[config.mk]
export PLATFORM = sky130hd
export DESIGN_NAME = piso_shift_multi
export DESIGN_NICKNAME = d
export VERILOG_FILES = /design/src/rtl/piso_pkg.sv /design/src/rtl/piso_lane.sv /design/src/rtl/piso_shift_multi.sv
export SDC_FILE = /design/constraint.sdc
export NUM_CORES = 1
export LEC_CHECK = 0
export CORE_MARGIN = 8
export CORE_UTILIZATION = 50
export DETAILED_ROUTE_END_ITERATION = 10
export PLACE_DENSITY = 0.85
export RECOVER_POWER = 50
export SLEW_MARGIN = 40
export SYNTH_ARGS = -nofsm -noshare
export SYNTH_HDL_FRONTEND = slang
export SYNTH_HIERARCHICAL = 1
export SYNTH_SLANG_ARGS = --single-unit
[constraint.sdc]
create_clock -name CLK -period 5.6 [get_ports CLK]
set_clock_uncertainty 0.2 [all_clocks]
set_input_delay 1.12 -clock CLK [delete_from_list [all_inputs] [get_ports CLK]]
set_output_delay 1.12 -clock CLK [all_outputs]
set_load 0.02 [all_outputs]
[src/rtl/piso_pkg.sv]
// piso_pkg: shared state type and lane slicing helper for piso_shift_multi
package piso_pkg;
  typedef enum logic {IDLE, SHIFT} state_t;
  localparam int MAX_DATA_W = 1024;
  // Word for lane c out of a packed CHANNELS*w bus, zero-extended to MAX_DATA_W.
  function automatic logic [MAX_DATA_W-1:0] lane_slice(input logic [MAX_DATA_W-1:0] data, input int c, input int w);
    return (data >> (c * w)) & ((MAX_DATA_W'(1) << w) - MAX_DATA_W'(1));
  endfunction
endpackage

[src/rtl/piso_lane.sv]
// piso_lane: one WIDTH-bit shift register with parallel load and head output
//   clk/rst_n: clock, async active-low reset
//   i_load: capture i_data; i_shift: move one bit toward the head, zero-filling the tail
//   o_head: MSB when MSB_FIRST else LSB
module piso_lane #(
  parameter int WIDTH     = 8,
  parameter bit MSB_FIRST = 1'b1
) (
  input  logic             clk,
  input  logic             rst_n,
  input  logic             i_load,
  input  logic             i_shift,
  input  logic [WIDTH-1:0] i_data,
  output logic             o_head
);
  logic [WIDTH-1:0] r_sr;
  always_ff @(posedge clk or negedge rst_n)
    if (!rst_n) r_sr <= '0;
    else if (i_load) r_sr <= i_data;
    else if (i_shift) r_sr <= MSB_FIRST ? {r_sr[WIDTH-2:0], 1'b0} : {1'b0, r_sr[WIDTH-1:1]};
  assign o_head = MSB_FIRST ? r_sr[WIDTH-1] : r_sr[0];
endmodule

[src/rtl/piso_shift_multi.sv]
// piso_shift_multi: multi-lane parallel-in/serial-out shifter with Busy/Done handshake
//   CLK/Reset_n: clock, async active-low reset
//   Load/Data: capture request and CHANNELS*WIDTH parallel words
//   Shift_En: advance one bit while Busy
//   Serial_Out: head bit per lane; Busy: word in progress; Done: pulse after last bit
//   Bit_Cnt: index of the bit currently on Serial_Out
module piso_shift_multi
  import piso_pkg::*;
#(
  parameter int WIDTH     = 8,
  parameter int CHANNELS  = 2,
  parameter bit MSB_FIRST = 1'b1,
  localparam int CNT_W    = $clog2(WIDTH)
) (
  input  logic                      CLK,
  input  logic                      Reset_n,
  input  logic                      Load,
  input  logic [CHANNELS*WIDTH-1:0] Data,
  input  logic                      Shift_En,
  output logic [CHANNELS-1:0]       Serial_Out,
  output logic                      Busy,
  output logic                      Done,
  output logic [CNT_W-1:0]          Bit_Cnt
);
  state_t           r_state, w_next;
  logic [CNT_W-1:0] r_cnt;
  logic             r_done;
  logic             w_last, w_load, w_shift;
  assign w_last  = r_state == SHIFT && Shift_En && r_cnt == CNT_W'(WIDTH - 1);
  // Loads are accepted only when idle or on the final-bit edge; any other Load is dropped.
  assign w_load  = Load && (r_state == IDLE || w_last);
  assign w_shift = r_state == SHIFT && Shift_En && !w_load;
  always_ff @(posedge CLK or negedge Reset_n)
    if (!Reset_n) r_state <= IDLE;
    else r_state <= w_next;
  always_comb w_next = w_load ? SHIFT : w_last ? IDLE : r_state;
  always_comb Busy = r_state == SHIFT;
  always_ff @(posedge CLK or negedge Reset_n)
    if (!Reset_n) begin
      r_cnt  <= '0;
      r_done <= 1'b0;
    end else begin
      r_cnt  <= (w_load || w_last) ? '0 : w_shift ? r_cnt + 1'b1 : r_cnt;
      r_done <= w_last;
    end
  assign Done    = r_done;
  assign Bit_Cnt = r_cnt;
  for (genvar c = 0; c < CHANNELS; c++) begin : g_lane
    piso_lane #(.WIDTH(WIDTH), .MSB_FIRST(MSB_FIRST)) u_lane (
      .clk    (CLK),
      .rst_n  (Reset_n),
      .i_load (w_load),
      .i_shift(w_shift),
      .i_data (WIDTH'(lane_slice(MAX_DATA_W'(Data), c, WIDTH))),
      .o_head (Serial_Out[c])
    );
  end
endmodule

==> flow_summary.html <==
<table>
<tr><th>Metric</th><th>Value</th></tr>
<tr><th colspan="2">Power</th></tr>
<tr><td>Static leakage power</td><td>0.000578 uW</td></tr>
<tr><td>Switch Pwr</td><td>146 uW</td></tr>
<tr><td>Clock group share of total power</td><td>0.150</td></tr>
<tr><td>Worst-case vdd ir drop</td><td>223 uV</td></tr>
<tr><td>Proportion of power drawn by flip-flops and latches</td><td>0.503</td></tr>
<tr><td>Switching power as a share of total power</td><td>0.322</td></tr>
<tr><td>Internal power consumption</td><td>307 uW</td></tr>
<tr><td>Combinational group share of total power</td><td>0.348</td></tr>
<tr><td>Total power density per cell area</td><td>346 nW/um^2</td></tr>
<tr><th colspan="2">Cells and area</th></tr>
<tr><td>FF/Latch Area</td><td>526 sq um</td></tr>
<tr><td>Number of nets in the finished design</td><td>142</td></tr>
<tr><td>Fillcell total</td><td>169</td></tr>
<tr><td>Post-synthesis to final-layout area growth</td><td>26.8%</td></tr>
<tr><td>Count of antenna diodes in the layout</td><td>0</td></tr>
<tr><td>Cell area after layout</td><td>1310 sq um</td></tr>
<tr><td>Share of final-layout standard cells stronger than drive strength 1</td><td>0.0672</td></tr>
<tr><td>Area of the multi-input gates</td><td>469 sq um</td></tr>
<tr><th colspan="2">Floorplanning</th></tr>
<tr><td>Starting density of the core</td><td>0.526</td></tr>
<tr><td>Total core area</td><td>1960 sq um</td></tr>
<tr><td>Horizontal extent of the die</td><td>61.4 microns</td></tr>
<tr><td>Io pins</td><td>27</td></tr>
<tr><td>Area of the die</td><td>3770 sq um</td></tr>
<tr><td>Number of rows in the core area</td><td>16</td></tr>
<tr><td>Y dimension of the die</td><td>61.4 microns</td></tr>
<tr><th colspan="2">Run status</th></tr>
<tr><td>Status</td><td>complete, no violations</td></tr>
<tr><th colspan="2">Worst setup path</th></tr>
<tr><td>Endpoint required time on the critical path</td><td>5.56 ns</td></tr>
<tr><td>Startpoint kind of the worst setup timing path</td><td>input port</td></tr>
<tr><td>WP data arrival</td><td>2.84 ns</td></tr>
<tr><td>Start-to-end type of the worst setup path</td><td>in2reg</td></tr>
<tr><td>Type of destination of the critical path</td><td>flop</td></tr>
<tr><td>Maximum fanout encountered on the critical timing path</td><td>16</td></tr>
<tr><th colspan="2">Clocking</th></tr>
<tr><td>Total of cells resized after clock tree synthesis</td><td>0</td></tr>
<tr><td>Clock edge transition at the registers on the reported setup and hold paths</td><td>0.10 ns</td></tr>
<tr><td>Clock tree buffer depth</td><td>2</td></tr>
<tr><td># H-tree levels</td><td>1</td></tr>
<tr><td>Total CTS buffers</td><td>3</td></tr>
<tr><td># hold bufs at CTS</td><td>0</td></tr>
<tr><td>Clock root buffer master</td><td>clkbuf_4</td></tr>
<tr><td>TritonCTS clock tree</td><td>built</td></tr>
<tr><td>CTS sink cnt</td><td>21</td></tr>
<tr><td>Clock latency on the worst-skew pair</td><td>0.29 ns</td></tr>
<tr><td>Post-CTS setup buffer count</td><td>0</td></tr>
<tr><th colspan="2">STA</th></tr>
<tr><td>Setup repair after global routing missed its margin</td><td>false</td></tr>
<tr><td>Worst Slack Setup Final</td><td>2.71 ns</td></tr>
<tr><td>Final number of hold-violating endpoints</td><td>0</td></tr>
<tr><td>Final critical-path share of the clock period</td><td>0.515</td></tr>
<tr><td>Transition at the pin with the smallest max-transition slack</td><td>1.06 ns</td></tr>
<tr><td>Post-route worst hold slack</td><td>0.364 ns</td></tr>
<tr><td>Worst rel slew slack</td><td>0.294</td></tr>
<tr><td>Highest achievable clock rate</td><td>0.347 GHz</td></tr>
<tr><td>Clock period minus worst slack</td><td>2.89 ns</td></tr>
<tr><td>Max Transition Viols Final</td><td>0</td></tr>
<tr><td>Setup Viol. Count Final</td><td>0</td></tr>
<tr><td>TNS Setup</td><td>0 ns</td></tr>
<tr><th colspan="2">Synthesis</th></tr>
<tr><td>Synthesis-stage register bit count</td><td>21</td></tr>
<tr><td>Cell types occupying the most area after synthesis</td><td>dfrtp_1 51%, mux2i_1 14%, o21ai_1 6.8%, nand2_1 6.2%, buf_6 5.5%</td></tr>
<tr><td>Commonest cells in the synthesized netlist</td><td>21 x dfrtp_1, 17 x nand2_1, 14 x mux2i_1, 14 x o21ai_1, 5 x buf_6</td></tr>
<tr><td>Dominant cell by count in the synthesized netlist</td><td>dfrtp_1</td></tr>
<tr><td>Syn Std Cell Area</td><td>1030 sq um</td></tr>
<tr><td>Top cell type by total area after synthesis</td><td>dfrtp_1</td></tr>
<tr><td>Most common flop cell mapped by yosys</td><td>dfrtp_1</td></tr>
<tr><td>Count of yosys warnings during synthesis</td><td>6</td></tr>
<tr><td>Number of synthesized flops with an enable pin</td><td>0</td></tr>
<tr><td>Gate Count Post-Synth</td><td>94</td></tr>
<tr><td>Mean instance size in the synthesized netlist</td><td>11.0 sq um</td></tr>
<tr><td>Netlist cell types</td><td>18</td></tr>
<tr><td>Nets in the synthesized netlist</td><td>116</td></tr>
<tr><td>Area share of the largest cell type after synthesis</td><td>0.509</td></tr>
<tr><td>Proportion of synthesized flip-flops having asynchronous set or reset</td><td>1.00</td></tr>
<tr><td>Sequential fraction of the synthesis area</td><td>0.509</td></tr>
<tr><th colspan="2">Drt</th></tr>
<tr><td>Detailed router's first-iteration violation count</td><td>7</td></tr>
<tr><td>DRT Pass-1 Iters</td><td>2</td></tr>
<tr><td>Antenna-violating nets left</td><td>0</td></tr>
<tr><td>DR DRC count</td><td>0</td></tr>
<tr><td>Via total after detailed routing</td><td>749</td></tr>
<tr><td>Detailed-route vias per instance</td><td>5.13</td></tr>
<tr><td>Average wire length per cell after detail routing</td><td>13.7 microns</td></tr>
<tr><td>Sum of routed wire length over all layers</td><td>2000 microns</td></tr>
<tr><th colspan="2">Job</th></tr>
<tr><td>Max-cap check violation count</td><td>0</td></tr>
<tr><th colspan="2">GRT</th></tr>
<tr><td>Grt ovf</td><td>0</td></tr>
<tr><td>Pin count of the biggest net entering global routing</td><td>33</td></tr>
<tr><td>Number of global-route vias before repair</td><td>753</td></tr>
<tr><td>Wire length of the first global-routing pass</td><td>3280 microns</td></tr>
<tr><td>Number of antenna violations at the first check in global routing</td><td>0</td></tr>
<tr><td>Aggregate global-route resource usage</td><td>0.116</td></tr>
<tr><th colspan="2">Place</th></tr>
<tr><td>Gpl congestion</td><td>0.787</td></tr>
<tr><td>Total of buffers placed on input and output ports</td><td>26</td></tr>
<tr><td>Cell area after placement</td><td>1280 sq um</td></tr>
<tr><td>Place WS</td><td>2.48 ns</td></tr>
<tr><td>Post-detailed-placement half-perimeter wirelength</td><td>1490 microns</td></tr>
<tr><th colspan="2">Worst hold path</th></tr>
<tr><td>Class of the tightest hold or removal check</td><td>reg2reg</td></tr>
</table>
[layer usage]
metal / up-vias / part of all wire / track usage
met1: 352 / 0.44 / 0.132
li1: 380 / - / -
met3: 2 / 0.055 / 0.0292
met4: 0 / 0.013 / 0.0584
met5: - / 0 / 0
met2: 15 / 0.49 / 0.196
[path summary, 6_finish.rpt]
check                                         start                        to  slack (ns)  depth (start not counted)
hold reg to reg            g_lane[1].u_lane/r_sr[0]  g_lane[1].u_lane/r_sr[0]        0.36                          2
min in group asynchronous                   Reset_n  g_lane[1].u_lane/r_sr[2]        0.79                          1
setup reg to reg                         Bit_Cnt[0]  g_lane[1].u_lane/r_sr[3]        3.42                          5
max in group asynchronous                   Reset_n  g_lane[0].u_lane/r_sr[3]        3.78                          1
setup / recovery                           Shift_En  g_lane[1].u_lane/r_sr[3]        2.71                          5
hold / removal             g_lane[1].u_lane/r_sr[0]  g_lane[1].u_lane/r_sr[0]        0.36                          2
[final cells by class]
| class | instances | area share |
|---|---|---|
| clock buffers | 4 | 0.0201 |
| multi-input cells | 68 | 0.359 |
| flip-flops and latches | 21 | 0.402 |
| well taps | 27 | 0.0258 |
| repair buffers | 26 | 0.194 |
[layout by cell type, fill, tap and decap left out]
master / synthesis / routed
nand4bb_1: 1 / 1
o21ai_0: 2 / 2
nand2_1: 17 / 17
clkbuf_4: 0 / 3
a21oi_4: 0 / 1
or3b_1: 3 / 3
dfrtp_1: 21 / 21
dlygate4sd3_1: 0 / 2
or2_2: 1 / 1
ha_1: 2 / 2
and3_2: 1 / 1
nand3b_1: 3 / 3
nor2b_4: 0 / 1
clkbuf_1: 0 / 2
o21ai_1: 14 / 14
nand4b_1: 2 / 2
a21boi_2: 1 / 1
mux2i_1: 14 / 14
nand3_1: 3 / 3
nand2b_1: 2 / 2
clkdlybuf4s50_1: 0 / 23
[state kept, by name (all words and copies together), names as in the netlist]
name                cells
Busy                    1
Done                    1
g_lane.u_lane/r_sr     16
Bit_Cnt                 3
[power by group through the flow]
stage                     Clock (uW)  Combinational (uW)  Sequential [uW]
after global placement             0                 152              228
after global routing            78.4                 173              234
after detailed placement           0                 159              232
final                           67.8                 158              228
after floorplan                    0                86.5              240
after CTS                       71.7                 161              229
[cell families (layout without fill, tap and decap cells)]
family / Yosys count / after routing / share of synthesized area
DFF: 21 / 21 / 0.509
AOI/OAI and AO/OA: 18 / 18 / 0.0933
and+or+nand+nor: 34 / 34 / 0.183
buffers and inverters: 5 / 30 / 0.0545
muxes: 14 / 14 / 0.136
adders and majority gates: 2 / 2 / 0.0242
[critical path, cell delays in order]
cell and delay [ns]:
dlygate4sd3_1 0.70, nand2_1 0.14, a21oi_4 0.53, mux2i_1 0.27, o21ai_1 0.08
[through the flow]
| step | utilization | power, uW | std cells |
|---|---|---|---|
| after floorplan | - | 327 | 94 |
| after global placement | 0.651 | 380 | 142 |
| after detailed placement | 0.654 | 391 | 142 |
| after CTS | 0.668 | 462 | 146 |
| after global routing | 0.667 | 485 | 146 |
| final | 0.667 | 453 | 146 |
No activity file was read; power rests on OpenSTA's default activity.
